--- src/rtl/video_pkg.sv ---
// Shared video stream types and default geometry.
// Used by the frame aligner, the stream selector and downstream timing blocks.
// Contents: video beat struct, aligner state enum, default 640x480x24 geometry.
package video_pkg;

   localparam int VID_DATA_W   = 24;
   localparam int VID_H_ACTIVE = 640;
   localparam int VID_V_ACTIVE = 480;

   typedef struct packed {
      logic [VID_DATA_W-1:0] data;
      logic                  last;   // end of line
      logic                  user;   // start of frame
   } beat_t;

   typedef enum logic [2:0] {
      SEEK  = 3'd0,
      PASS  = 3'd1,
      PAD   = 3'd2,
      DROP  = 3'd3,
      FLUSH = 3'd4
   } state_e;

endpackage

--- src/rtl/video_frame_aligner_if.sv ---
// AXI4-Stream video bundle: 24-bit pixel, valid/ready, tlast = end of line, tuser = start of frame.
// master drives data/valid/last/user and samples ready; slave is the mirror image.
// Ports: tdata, tvalid, tready, tlast, tuser.
interface video_frame_aligner_if #(
   parameter int DATA_W = 24
);
   logic [DATA_W-1:0] tdata;
   logic              tvalid;
   logic              tready;
   logic              tlast;
   logic              tuser;

   modport master (output tdata, output tvalid, output tlast, output tuser, input  tready);
   modport slave  (input  tdata, input  tvalid, input  tlast, input  tuser, output tready);
endinterface

--- src/rtl/video_frame_aligner_out_reg.sv ---
// Single-entry valid/ready output register (skid-free pipeline stage).
// Latency: 1 cycle from in handshake to out_vld_o.
// Backpressure: in_rdy_o = empty or downstream ready; data/valid hold while out_rdy_i=0.
module axis_out_reg #(
   parameter int W = 8
) (
   input  logic         clk,
   input  logic         rst,
   input  logic [W-1:0] in_dat_i,
   input  logic         in_vld_i,
   output logic         in_rdy_o,
   output logic [W-1:0] out_dat_o,
   output logic         out_vld_o,
   input  logic         out_rdy_i
);
   logic [W-1:0] dat_q;
   logic         vld_q;

   assign in_rdy_o  = !vld_q || out_rdy_i;
   assign out_dat_o = dat_q;
   assign out_vld_o = vld_q;

   always_ff @(posedge clk) begin
      if (rst) begin
         dat_q <= '0;
         vld_q <= 1'b0;
      end else if (in_rdy_o) begin
         vld_q <= in_vld_i;
         if (in_vld_i) dat_q <= in_dat_i;
      end
   end
endmodule

--- src/rtl/video_frame_aligner.sv ---
// Frame aligner: forces every output frame to H_ACTIVE x V_ACTIVE by padding, truncating or flushing.
// Latency: 1 cycle (single output register); tuser/tlast regenerated from the output position.
// Backpressure: input stalled in PAD/FLUSH and while the output register is full in PASS.
// Ports: clk/rst, s_axis_video (slave in), m_axis_video (master out), frame_done, err_short/long/abort pulses, err_count.
module video_frame_aligner
   import video_pkg::*;
#(
   parameter int                DATA_W   = VID_DATA_W,
   parameter int                H_ACTIVE = VID_H_ACTIVE,
   parameter int                V_ACTIVE = VID_V_ACTIVE,
   parameter logic [DATA_W-1:0] FILL     = '0
) (
   input  logic                  clk,
   input  logic                  rst,
   video_frame_aligner_if.slave  s_axis_video,
   video_frame_aligner_if.master m_axis_video,
   output logic                  frame_done,
   output logic                  err_short,
   output logic                  err_long,
   output logic                  err_abort,
   output logic [15:0]           err_count
);
   localparam int XW = (H_ACTIVE > 1) ? $clog2(H_ACTIVE) : 1;
   localparam int YW = (V_ACTIVE > 1) ? $clog2(V_ACTIVE) : 1;
   localparam logic [XW-1:0] X_LAST = XW'(H_ACTIVE - 1);
   localparam logic [YW-1:0] Y_LAST = YW'(V_ACTIVE - 1);

   state_e            state_q, state_d;
   logic [XW-1:0]     x_q, x_d;
   logic [YW-1:0]     y_q, y_d;
   logic              eof_q;
   logic              err_short_q, err_long_q, err_abort_q;
   logic              short_d, long_d, abort_d;
   logic [15:0]       err_cnt_q;

   logic              push, push_rdy, s_rdy;
   logic [DATA_W-1:0] push_dat;
   logic              at_origin, at_xlast, at_eof;
   logic [DATA_W+1:0] out_dat;
   logic              out_vld;

   assign at_origin = (x_q == '0) && (y_q == '0);
   assign at_xlast  = (x_q == X_LAST);
   assign at_eof    = at_xlast && (y_q == Y_LAST);

   always_comb begin
      state_d  = state_q;
      push     = 1'b0;
      push_dat = FILL;
      s_rdy    = 1'b0;
      short_d  = 1'b0;
      long_d   = 1'b0;
      abort_d  = 1'b0;
      case (state_q)
         SEEK: begin
            // A start-of-frame beat is only taken when it can be emitted at once,
            // otherwise it would be discarded like the junk before it.
            s_rdy = push_rdy || !s_axis_video.tuser;
            if (s_axis_video.tvalid && s_axis_video.tuser && push_rdy) begin
               push     = 1'b1;
               push_dat = s_axis_video.tdata;
               state_d  = PASS;
            end
         end
         PASS: begin
            if (s_axis_video.tvalid && s_axis_video.tuser && !at_origin) begin
               // New frame mid-frame: leave it pending and fill out the broken frame.
               abort_d = 1'b1;
               state_d = FLUSH;
            end else begin
               s_rdy = push_rdy;
               if (s_axis_video.tvalid && push_rdy) begin
                  if (at_origin && !s_axis_video.tuser) begin
                     state_d = SEEK;  // surplus lines after a complete frame
                  end else begin
                     push     = 1'b1;
                     push_dat = s_axis_video.tdata;
                     if (s_axis_video.tlast && !at_xlast) begin
                        short_d = 1'b1;
                        state_d = PAD;
                     end else if (at_xlast && !s_axis_video.tlast) begin
                        long_d  = 1'b1;
                        state_d = DROP;
                     end
                  end
               end
            end
         end
         PAD: begin
            if (push_rdy) begin
               push = 1'b1;
               if (at_xlast) state_d = PASS;
            end
         end
         DROP: begin
            s_rdy = !s_axis_video.tuser;
            if (s_axis_video.tvalid && s_axis_video.tuser) begin
               // At the frame origin the overlong line was the last one: nothing to flush.
               if (at_origin) begin
                  state_d = PASS;
               end else begin
                  abort_d = 1'b1;
                  state_d = FLUSH;
               end
            end else if (s_axis_video.tvalid && s_axis_video.tlast) begin
               state_d = PASS;
            end
         end
         FLUSH: begin
            if (push_rdy) begin
               push = 1'b1;
               if (at_eof) state_d = PASS;
            end
         end
         default: state_d = SEEK;
      endcase
   end

   always_comb begin
      x_d = x_q;
      y_d = y_q;
      if (push) begin
         if (at_xlast) begin
            x_d = '0;
            y_d = (y_q == Y_LAST) ? '0 : y_q + YW'(1);
         end else begin
            x_d = x_q + XW'(1);
         end
      end
   end

   always_ff @(posedge clk) begin
      if (rst) begin
         state_q     <= SEEK;
         x_q         <= '0;
         y_q         <= '0;
         eof_q       <= 1'b0;
         err_short_q <= 1'b0;
         err_long_q  <= 1'b0;
         err_abort_q <= 1'b0;
         err_cnt_q   <= '0;
      end else begin
         state_q     <= state_d;
         x_q         <= x_d;
         y_q         <= y_d;
         err_short_q <= short_d;
         err_long_q  <= long_d;
         err_abort_q <= abort_d;
         if (push) eof_q <= at_eof;
         if ((short_d || long_d || abort_d) && (err_cnt_q != 16'hFFFF))
            err_cnt_q <= err_cnt_q + 16'd1;
      end
   end

   axis_out_reg #(.W(DATA_W + 2)) u_out_reg (
      .clk       (clk),
      .rst       (rst),
      .in_dat_i  ({push_dat, at_xlast, at_origin}),
      .in_vld_i  (push),
      .in_rdy_o  (push_rdy),
      .out_dat_o (out_dat),
      .out_vld_o (out_vld),
      .out_rdy_i (m_axis_video.tready)
   );

   assign m_axis_video.tdata  = out_dat[DATA_W+1:2];
   assign m_axis_video.tlast  = out_dat[1];
   assign m_axis_video.tuser  = out_dat[0];
   assign m_axis_video.tvalid = out_vld;
   assign s_axis_video.tready = s_rdy && !rst;

   assign frame_done = out_vld && m_axis_video.tready && eof_q && !rst;
   assign err_short  = err_short_q;
   assign err_long   = err_long_q;
   assign err_abort  = err_abort_q;
   assign err_count  = err_cnt_q;
endmodule

--- src/flat_wrapper.sv ---
// flat-port wrapper written by rule: the top's interface ports become plain ports
module video_frame_aligner_flat import video_pkg::*;
#(
   parameter int                DATA_W   = VID_DATA_W,
   parameter int                H_ACTIVE = VID_H_ACTIVE,
   parameter int                V_ACTIVE = VID_V_ACTIVE,
   parameter logic [DATA_W-1:0] FILL     = '0
)
  (clk, rst, frame_done, err_short, err_long, err_abort, err_count, s_axis_video_tdata, s_axis_video_tvalid, s_axis_video_tlast, s_axis_video_tuser, s_axis_video_tready, m_axis_video_tdata, m_axis_video_tvalid, m_axis_video_tlast, m_axis_video_tuser, m_axis_video_tready);
  video_frame_aligner_if #(.DATA_W(DATA_W)) s_axis_video_i ();
  video_frame_aligner_if #(.DATA_W(DATA_W)) m_axis_video_i ();
  input  logic clk;
  input  logic rst;
  output logic frame_done;
  output logic err_short;
  output logic err_long;
  output logic err_abort;
  output logic [15:0] err_count;
  input wire logic [$bits(s_axis_video_i.tdata)-1:0] s_axis_video_tdata;
  input wire logic [$bits(s_axis_video_i.tvalid)-1:0] s_axis_video_tvalid;
  input wire logic [$bits(s_axis_video_i.tlast)-1:0] s_axis_video_tlast;
  input wire logic [$bits(s_axis_video_i.tuser)-1:0] s_axis_video_tuser;
  output wire logic [$bits(s_axis_video_i.tready)-1:0] s_axis_video_tready;
  output wire logic [$bits(m_axis_video_i.tdata)-1:0] m_axis_video_tdata;
  output wire logic [$bits(m_axis_video_i.tvalid)-1:0] m_axis_video_tvalid;
  output wire logic [$bits(m_axis_video_i.tlast)-1:0] m_axis_video_tlast;
  output wire logic [$bits(m_axis_video_i.tuser)-1:0] m_axis_video_tuser;
  input wire logic [$bits(m_axis_video_i.tready)-1:0] m_axis_video_tready;
  assign s_axis_video_i.tdata = s_axis_video_tdata;
  assign s_axis_video_i.tvalid = s_axis_video_tvalid;
  assign s_axis_video_i.tlast = s_axis_video_tlast;
  assign s_axis_video_i.tuser = s_axis_video_tuser;
  assign s_axis_video_tready = s_axis_video_i.tready;
  assign m_axis_video_tdata = m_axis_video_i.tdata;
  assign m_axis_video_tvalid = m_axis_video_i.tvalid;
  assign m_axis_video_tlast = m_axis_video_i.tlast;
  assign m_axis_video_tuser = m_axis_video_i.tuser;
  assign m_axis_video_i.tready = m_axis_video_tready;
  video_frame_aligner #(.DATA_W(DATA_W), .H_ACTIVE(H_ACTIVE), .V_ACTIVE(V_ACTIVE), .FILL(FILL)) u_core (.clk(clk), .rst(rst), .s_axis_video(s_axis_video_i), .m_axis_video(m_axis_video_i), .frame_done(frame_done), .err_short(err_short), .err_long(err_long), .err_abort(err_abort), .err_count(err_count));
endmodule
--- config.mk ---
export PLATFORM = sky130hd
export DESIGN_NAME = video_frame_aligner_flat
export DESIGN_NICKNAME = d
export VERILOG_FILES = /design/src/rtl/video_pkg.sv /design/src/rtl/video_frame_aligner_if.sv /design/src/rtl/video_frame_aligner_out_reg.sv /design/src/rtl/video_frame_aligner.sv /design/src/flat_wrapper.sv
export SDC_FILE = /design/constraint.sdc
export NUM_CORES = 1
export LEC_CHECK = 0
export ABC_AREA = 1
export CORE_MARGIN = 4
export CORE_UTILIZATION = 51
export DETAILED_ROUTE_END_ITERATION = 12
export PLACE_DENSITY = 0.81
export REMOVE_ABC_BUFFERS = 1
export SKIP_LAST_GASP = 1
export SYNTH_ARGS = -nofsm -noshare
export SYNTH_HDL_FRONTEND = slang
export SYNTH_SLANG_ARGS = --single-unit
--- constraint.sdc ---
create_clock -name clk -period 2.4 [get_ports clk]
set_input_delay 0.48 -clock clk [delete_from_list [all_inputs] [get_ports clk]]
set_output_delay 0.48 -clock clk [all_outputs]
set_load 0.05 [all_outputs]
======== Yosys cells after proc, flatten, opt, wreduce, memory -nomap -nowiden ========
Index checks and enable logic that the tools add are counted.
storage, ports and cells
  bits in registers ....................... 69
  bits of input ports ..................... 30
  output and inout bits ................... 48
operators by class
  add/subtract/negate cells ............... 3
  equal/unequal tests ..................... 15
  muxes and demuxes ....................... 44
  reduce and logical (&&, ||, !) cells .... 32
operators with widths
  cell                                                   number
  two-way mux 24 bit                                     4
  one-hot mux 24 bit (2 select lines)                    1
  two-way mux 3 bit                                      13
  two-way mux 1 bit                                      20
  adder 16 x 1 -> 16 bit, second input constant          1
  inequality test 16 bit, second input constant          1
  logical AND 1 bit                                      15
  one-hot mux 3 bit (5 select lines)                     1
  adder 10 x 1 -> 10 bit, second input constant          1
  equality test 10 bit, second input constant            1
  zero test 10 bit                                       1
  two-way mux 10 bit                                     1
  inequality test 2 x 1 -> 1 bit, second input constant  5
  adder 9 x 1 -> 9 bit, second input constant            1
  equality test 9 bit, second input constant             1
  zero test 9 bit                                        1
  two-way mux 9 bit                                      1
  AND reduction 8 bit                                    1
  equality test 3 x 2 -> 1 bit, second input constant    2
  zero test 1 bit                                        6
  inequality test 3 x 1 -> 1 bit, second input constant  2
  one-hot mux 1 bit (3 select lines)                     2
  inequality test 5 x 1 -> 1 bit, second input constant  1
  logical OR 1 bit                                       4
  other kinds (6)                                        7

======== Logic depth before layout (Yosys ltp) ========
Gate-level depths: netlist of run 1.
  word-level depth ........................ 11
  mapped depth ............................ 14
  gate-level depth less buffers ........... 14

======== Cells and area by module ========
From an unflattened synthesis of run 1, not the netlist that was laid out.
unflattened totals
  cells, all modules ...................... 621
  area total of the unflattened synthesis .. 4150.2 µm²
modules (own cells, without submodules)
  module               instances  cells an instance  area each (µm²)  sequential area each (µm²)
  video_frame_aligner  1          446                2879.0           840.8
  axis_out_reg         1          175                1271.2           540.5

======== Worst setup path after synthesis of run 1 ========
No wires, ideal clock.
  path type ............................... reg2reg
  start point ............................. register u_core.err_cnt_q[0], in the netlist u_core.err_count[0]
  end point ............................... register u_core.err_cnt_q[0], in the netlist u_core.err_count[0]
  library setup time ...................... 117 ps
  data arrival time ....................... 2045 ps
  data required time ...................... 2283 ps
  slack ................................... 238 ps
  stages on the path, launching flop included .. 10
  clock period less this slack ............ 2162 ps
  cell sequence ........................... dfxtp_1 > ha_1 > nand3_2 > nor3_2 > nand2_1 > nor2_2 > nand2_4 > clkbuf_8 > a21oi_1 > nor2_1
between the ends
  word-level cells in the longest chain between the ends .. 2
ends and longest elaborated chain
  what                                                            line                        source
  from (decl)                                                     video_frame_aligner.sv:34   logic [15:0] err_cnt_q;
  from (signal assigned)                                          video_frame_aligner.sv:151  err_cnt_q <= err_cnt_q + 16'd1;
  branches (longest 2 deep; another with adder 16 x 1 -> 16 bit)  n/a
Several ways; the timed one is not identified.
A chain may end at the register's enable or synchronous reset.

======== Final worst setup path of run 1 ========
  start point ............................. register u_core.x_q[0]
  end point ............................... output s_axis_video_tready
between the ends
  word-level cells in the longest chain between the ends .. 7
ends and longest elaborated chain
  what                                line                        source
  from (decl)                         video_frame_aligner.sv:29   logic [XW-1:0] x_q, x_d;
  from (signal assigned)              video_frame_aligner.sv:135  x_q <= '0;
  from (signal assigned)              video_frame_aligner.sv:144  x_q <= x_d;
  zero test 10 bit                    video_frame_aligner.sv:42   assign at_origin = (x_q == '0) && (y_q == '0);
  logical AND 1 bit                   video_frame_aligner.sv:42
  zero test 1 bit                     video_frame_aligner.sv:66   if (s_axis_video.tvalid && s_axis_video.tuser && !at_origin) begin
  logical AND 1 bit                   video_frame_aligner.sv:66
  two-way mux 1 bit                   video_frame_aligner.sv:66
  one-hot mux 1 bit (3 select lines)  video_frame_aligner.sv:54   case (state_q)
  logical AND 1 bit                   video_frame_aligner.sv:170  assign s_axis_video.tready = s_rdy && !rst;
  to (decl)                           flat_wrapper.sv:23          output wire logic [$bits(s_axis_video_i.tready)-1:0] s_axis_video_tready;
Every way passes these cells.

==> metrics, run 1 <==
outcome completed; # nets final 617; M1 WL 3520 um; crit path cell chain inv_1 > ha_2 > nand3_2 > nor2_4 > nand2_2 > nand2_4 > nand2_1 > a21oi_2 > o21ai_1 > inv_1 > buf_6; DR WL met2 4350 um; Antenna Violating Nets Remaining 0; Max FO, Critical Path 4; site row count 29; die width 91.0 um; yosys warns 0; TritonRoute pass-1 iters 4; via density per instance 5.23; DR DRC count 0; pwr dens 674 nW/um^2; Lkg Pwr 1.82 nW; WP data arrival 1.80 ns; CTS tree yes; Final Hold Viols 0; IO Pins 78; Die H 91.0 um; Bufs on Longest Clock Path 2; Num CTS Buffers 9; Routed WL 8530 um; crit start category register; Seq/Total Area, Yosys 39.3%; H-tree depth 3; clk_lat worst skew 0.35 ns; GRT Total Usage 20.7%; Sink Count 69; crit-path max cell delay 0.34 ns; Setup TNS 0 ns; # hold bufs at CTS 0; Final GP Congestion 0.841; Port Buffers 77; fin crit period 2.28 ns; HP Class register to register; WL met3 450 um; Core Footprint 6530 um^2; slowest library cell on the worst path dfxtp_2; Highest Signal Layer met4; placed instance area 4330 um^2; P&R area growth vs syn 31.0%; Clock Skews 0.00995 ns; Worst slew margin 63.8%; half-perimeter wire length after placement 6080 um; diode count 0; first-pass GRT wire length 14300 um; final setup violation count 0; f_max 438 MHz; layout cells sized above 1 10.7%; Worst-Margin Slew 0.541 ns; Initial Utilization 53.8%; clock slew at reported path FFs 0.07 ns; critical path class register to output port; initial antenna violation count 0; vias post-DR 3473; post-synthesis cell count 498; drt wl/cell 12.8 um; required time worst endpoint 1.92 ns; Synth cell types 32; Die Area 8280 um^2; number of max-cap violations 0; DRT iter0 DRCs 178; most used cell, CP inv_1; Post-Syn Area 3510 um^2; synthesized area per cell 7.05 um^2; number of global-route vias before repair 3236; max-slew violations 0; Post-Layout Inst Area 4600 um^2; Critical Path End Type output port; Yosys reg bits 69; Period Utilization, post-route 95.1%; peak supply drop 0.513 mV; largest net degree at the start of global routing 50; Root Buffer clkbuf_8; grt total ovfl 0
==> routing by layer <==
layer  vias up  GRT usage (%)
li1       1765              -
met3        18           5.37
met5         -              0
met2        90           37.0
met4         0           8.04
met1      1600           23.4
==> where the power goes <==
| group | internal, mW | leakage (nW) | switching [mW] | total [mW] |
|---|---|---|---|---|
| sequential | 1.22 | 0.561 | 0.0502 | 1.27 |
| combinational | 0.302 | 1.15 | 0.497 | 0.799 |
| clock | 0.585 | 0.110 | 0.449 | 1.03 |
==> stage by stage <==
step | hold slack (ns) | std cells | worst slack (ns) | utilization (%) | power (mW)
5_1_grt | 0.482 | 664 | -0.00991 | 70.4 | 3.25
3_5_place_dp | 0.453 | 644 | 0.0958 | 66.3 | 2.05
6_report | 0.461 | 664 | 0.119 | 70.4 | 3.10
2_1_floorplan | 0.440 | 481 | -0.0243 | - | 1.76
4_1_cts | 0.463 | 660 | 0.00394 | 69.6 | 3.08
3_3_place_gp | 0.447 | 644 | 0.0865 | 66.3 | 2.04
==> layout make-up <==
| type | instances | area [um^2] |
|---|---|---|
| clock inverter | 6 | 87.6 |
| tap | 77 | 96.3 |
| fill | 537 | 1930 |
| sequential | 69 | 1380 |
| timing repair buffer | 90 | 900 |
| clock buffer | 10 | 128 |
| multi-input combinational | 366 | 1830 |
| inverter | 46 | 173 |
==> Yosys cell counts, drive strengths merged <==
master / instances / share of area [%]
clkinv: 1 / 0.11
xnor2: 6 / 1.5
a211oi: 2 / 0.43
dlygate4sd3: 1 / 0.29
nand4: 3 / 0.53
or2: 2 / 0.36
nand2: 124 / 14
nor3: 10 / 1.7
inv: 45 / 4.8
dfxtp: 69 / 39
clkbuf: 7 / 1.6
nor3b: 1 / 0.21
buf: 9 / 2.1
nand3b: 2 / 0.43
nand3: 48 / 7.4
a21oi: 58 / 8.3
o211a: 1 / 0.29
o21ai: 22 / 3.1
xor2: 12 / 3.0
ha: 5 / 1.8
nor2: 70 / 8.2
==> what timing repair did <==
action	in CTS	in global routing
gates resized for setup	0	8
setup endpoints to repair	0	1
buffers inserted	0	4
==> layout by cell type (no fill, tap or decap), drive strengths merged, types with 10 or more instances in the layout <==
cell           netlist  layout
xor2                12      12
a21oi               58      58
buf                  9      16
dfxtp               69      69
nor3                10      10
clkdlybuf4s50        0      74
nand2              124     124
nor2                70      70
clkbuf               7      10
o21ai               22      22
inv                 45      45
nand3               48      48
==> flip-flops by register name, summed over array words and instances, names as in the netlist <==
signal / flops
u_core.err_short: 1
u_core.err_long: 1
u_core.state_q: 3
u_core.err_abort: 1
u_core.u_out_reg.out_vld_o: 1
u_core.y_q: 9
u_core.u_out_reg.out_dat_o: 26
u_core.eof_q: 1
u_core.err_count: 16
u_core.x_q: 10
==> kinds of logic (layout without fill, tap and decap cells) <==
logic type      count (synthesis)  after routing  share of synthesized area [%]
simple gates                  260            260                           33.3
compound gates                 83             83                           12.1
flops                          69             69                           39.3
buf+inv                        63            152                           8.94
xor+xnor                       18             18                           4.49
fa+ha+maj                       5              5                           1.78
==> critical path: cells and delay by family, from the launching register on <==
kind                     cells  cell delay, ns
adder cells (fa/ha/maj)      1            0.19
flip-flops                   1            0.34
buffers and inverters        3            0.29
AND/OR/NAND/NOR              5            0.43
AO/OA/AOI/OAI                2            0.21
==> final timing paths <==
path	end	cells after the start	from	slack, ns
worst max-delay path	s_axis_video_tready	11	u_core.x_q[0]$_SDFFE_PP0P_	0.12
worst min-delay path	u_core.u_out_reg.out_dat_o[12]$_SDFFE_PP0P_	2	u_core.u_out_reg.out_dat_o[12]$_SDFFE_PP0P_	0.46
worst max register to register	u_core.err_count[14]$_SDFFE_PP0P_	13	u_core.x_q[0]$_SDFFE_PP0P_	0.31
worst min register to register	u_core.u_out_reg.out_dat_o[12]$_SDFFE_PP0P_	2	u_core.u_out_reg.out_dat_o[12]$_SDFFE_PP0P_	0.46
No activity file was read; power rests on OpenSTA's default activity.
==> run 2, diff against run 1 <==
--- a/config.mk
+++ b/config.mk
@@ -7,11 +7,12 @@
 export LEC_CHECK = 0
 export ABC_AREA = 1
 export CORE_MARGIN = 4
-export CORE_UTILIZATION = 51
+export CORE_UTILIZATION = 45
 export DETAILED_ROUTE_END_ITERATION = 12
-export PLACE_DENSITY = 0.81
+export PLACE_DENSITY = 0.71
 export REMOVE_ABC_BUFFERS = 1
 export SKIP_LAST_GASP = 1
 export SYNTH_ARGS = -nofsm -noshare
 export SYNTH_HDL_FRONTEND = slang
+export SYNTH_HIERARCHICAL = 1
 export SYNTH_SLANG_ARGS = --single-unit
==> constraint.sdc (replaced) <==
create_clock -name clk -period 2.23 [get_ports clk]
set_input_delay 0.446 -clock clk [delete_from_list [all_inputs] [get_ports clk]]
set_output_delay 0.446 -clock clk [all_outputs]
set_load 0.05 [all_outputs]
==> run 2 against run 1 <==
Synthesized cell count rose by 25%. Count of clock-buffer cells in the layout rose by 1. Setup slack got worse by 0.092 ns. Register-to-register slack got worse by 0.25 ns.
==> metrics, run 2 <==
terminus of the critical flop-to-flop path u_core/err_count[0]$_SDFFE_PP0P_ (was u_core.err_count[14]$_SDFFE_PP0P_); commonest non-fill, non-tap cell in the layout nand2_1 (unchanged); Num CTS Buffers 9 (unchanged); yosys warns 6 (was 0); Worst-Margin Slew 0.599 ns (was 0.541 ns); cells taking the most area after synthesis dfxtp_1 (33%), nand2_1 (9.2%), nand3_1 (9.0%), inv_1 (8.7%), nor2_1 (8.4%) (was dfxtp_1 (39%), nand2_1 (12%), a21oi_1 (8.3%), nor2_1 (6.6%), nand3_1 (6.3%)); number of global-route vias before repair 4062 (was 3236); Critical Path End Type output port (unchanged); ys flop type dfxtp_1 (unchanged); Post-Layout Inst Area 5410 um^2 (was 4600 um^2); max reg flops 26 (unchanged); multiplexer area fraction after synthesis 0% (unchanged); GRT Total Usage 20.0% (was 20.7%); first-pass GRT wire length 18300 um (was 14300 um); compound-gate portion of the synthesized area 9.65% (was 12.1%); Antenna Violating Nets Remaining 0 (unchanged); ys async rst share 0% (unchanged); Synth cell types 33 (was 32); Post-synth EDFFs 0 (unchanged); setup slack, reg-to-reg 0.06 ns (was 0.31 ns); # hold bufs at CTS 0 (unchanged); Bufs on Longest Clock Path 2 (unchanged); post-synth top area cell dfxtp_1 (unchanged); commonest cells after routing, fill and taps aside nand2_1 (102), inv_1 (93), nor2_1 (89) (was nand2_1 (115), clkdlybuf4s50_1 (74), dfxtp_1 (67)); initial antenna violation count 0 (unchanged); Clock Skews 0.0125 ns (was 0.00995 ns); Root Buffer clkbuf_8 (unchanged); Die Area 10800 um^2 (was 8280 um^2); layout cells sized above 1 13.7% (was 10.7%); pwr dens 1260 nW/um^2 (was 674 nW/um^2); Synth Area in Adders 2.11% (was 1.78%); Core Footprint 8850 um^2 (was 6530 um^2); Period Utilization, post-route 98.8%; peak supply drop 0.827 mV (was 0.513 mV); worst hold slack 0.479 ns (was 0.461 ns); post-synthesis cell count 621 (was 498); HP Start u_core/eof_q$_SDFFE_PP0P_ (was u_core.u_out_reg.out_dat_o[12]$_SDFFE_PP0P_); Final Hold Viols 0 (unchanged); Port Buffers 77 (unchanged); largest net degree at the start of global routing 54 (was 50); Min-Delay Path Depth 2 (unchanged); crit-path max cell delay 0.33 ns (was 0.34 ns); Yosys reg bits 69 (unchanged); Max FO, Critical Path 2 (was 4); Initial Utilization 46.9% (was 53.8%); vias post-DR 4172 (was 3473); drt wl/cell 12.9 um (was 12.8 um); Die H 104 um (was 91.0 um); diode count 0 (unchanged); fin crit period 2.20 ns; half-perimeter wire length after placement 7380 um (was 6080 um); max-slew violations 0 (unchanged); final setup margin 0.0262 ns (was 0.119 ns); number of max-cap violations 0 (unchanged); crit path cell chain buf_6 > inv_4 > ha_4 > nand3_4 > nor2_4 > nand2_2 > nand2_4 > a21oi_2 > o21ai_1 > nand2_1 > inv_2 > buf_8 (was inv_1 > ha_2 > nand3_2 > nor2_4 > nand2_2 > nand2_4 > nand2_1 > a21oi_2 > o21ai_1 > inv_1 > buf_6); critical path class register to output port (unchanged); Post-Place Worst Slack -0.00772 ns (was 0.0958 ns); P&R area growth vs syn 30.4% (was 31.0%); clk_lat worst skew 0.35 ns (about the same); cell depth of the worst flop-to-flop path 13 (unchanged); WP data arrival 1.76 ns (was 1.80 ns); DR DRC count 0 (unchanged); simple-gate share of the synthesized area 36.4% (was 33.3%); via density per instance 5.06 (was 5.23); final setup violation count 0 (unchanged); TritonRoute pass-1 iters 7 (was 4); slowest library cell on the worst path dfxtp_2 (unchanged); RSZ-0062 raised after global routing yes; crit start category register (unchanged); f_max 454 MHz; largest family of logic cells by synthesized area simple AND/OR/NAND/NOR gates (unchanged); most instantiated cells after synthesis nand2_1 (102), inv_1 (96), nor2_1 (93) (was nand2_1 (115), dfxtp_1 (69), nor2_1 (62)); IO Pins 78 (unchanged); Final GP Congestion 0.937 (was 0.841); H-tree depth 3 (unchanged); hold worst-path end u_core/eof_q$_SDFFE_PP0P_ (was u_core.u_out_reg.out_dat_o[12]$_SDFFE_PP0P_); # nets final 748 (was 617); site row count 34 (was 29); HP Class register to register (unchanged); Synth top area share 33.3% (was 39.3%); Worst slew margin 59.7% (was 63.8%); die width 104 um (was 91.0 um); Routed WL 10600 um (was 8530 um); Lkg Pwr 2.30 nW (was 1.82 nW); clock slew at reported path FFs 0.08 ns (was 0.07 ns); Seq/Total Area, Yosys 33.3% (was 39.3%); xor/xnor share of the synthesized area 4.01% (was 4.49%); CTS tree yes (unchanged); Sink Count 69 (unchanged); DRT iter0 DRCs 167 (was 178); synthesized area per cell 6.68 um^2 (was 7.05 um^2); most common cell in the netlist nand2_1 (unchanged); grt total ovfl 0 (unchanged); launching point of the worst reg2reg path u_core/x_q[0]$_SDFFE_PP0P_ (was u_core.x_q[0]$_SDFFE_PP0P_); Post-Syn Area 4150 um^2 (was 3510 um^2); placed instance area 4990 um^2 (was 4330 um^2); required time worst endpoint 1.78 ns (was 1.92 ns); outcome completed (unchanged)
run 2: worst max-delay path by stage:
stage	slack (ns)	to	startpoint
2_1_floorplan	-0.14	u_core/u_out_reg/out_dat_o[2]$_SDFFE_PP0P_	u_core/u_out_reg/out_vld_o$_SDFFE_PP0P_
3_3_place_gp	0.04	u_core/u_out_reg/out_dat_o[2]$_SDFFE_PP0P_	s_axis_video_tuser
3_5_place_dp	-0.008	u_core/u_out_reg/out_dat_o[15]$_SDFFE_PP0P_	s_axis_video_tuser
4_1_cts	-0.02	s_axis_video_tready	u_core/x_q[1]$_SDFFE_PP0P_
5_1_grt	-0.14	s_axis_video_tready	u_core/x_q[0]$_SDFFE_PP0P_
6_report	0.03	s_axis_video_tready	u_core/x_q[1]$_SDFFE_PP0P_
run 2: where the power goes:
| part | internal [mW] | switching [mW] |
|---|---|---|
| sequential | 1.52 | 0.192 |
| clock | 0.578 | 0.495 |
| combinational | 1.53 | 2.52 |
| total | 3.63 | 3.21 |
run 2: worst max-delay path: cells and delay by family, from the launching register on:
kind            cells  cell delay [ns]
compound gates      2             0.17
fa+ha+maj           1             0.13
buf+inv             4             0.37
flops               1             0.33
simple gates        5             0.42
run 2: layer usage:
metal,up-vias,share of wire (%),global-route usage [%]
met4,0,1.6,6.46
met1,1901,44,23.6
met5,-,0,0
met2,103,48,34.5
li1,2148,-,-
met3,20,6.5,6.33
run 2: timing repair:
| item | CTS | global route |
|---|---|---|
| buffers inserted | 3 | 6 |
| cloned | 0 | 1 |
| setup endpoints to repair | 17 | 50 |
| resized for setup | 23 | 15 |
| pin swaps | 8 | 7 |
run 2: cells by family (layout without fill, tap and decap cells):
family / count (synthesis) / after routing
compound gates: 79 / 79
flops: 69 / 69
buf+inv: 126 / 221
simple gates: 321 / 321
xor+xnor: 19 / 19
fa+ha+maj: 7 / 7
run 2: final cells by class:
class | instances | area, um^2
inverter | 99 | 379
timing repair buffer | 106 | 1040
clock buffer | 11 | 151
clock inverter | 5 | 58.8
multi-input combinational | 426 | 2260
sequential | 69 | 1390
fill | 832 | 3440
tap | 108 | 135
run 2: through the flow:
stage	util, %	std cells	TNS (ns)	power [mW]
after floorplan	-	594	-5.87	4.32
after global placement	56.4	798	0	5.46
after detailed placement	56.4	798	-0.0146	5.52
after CTS	59.9	817	-0.0189	6.73
after global routing	61.1	824	-1.51	7.39
final	61.1	824	0	6.84
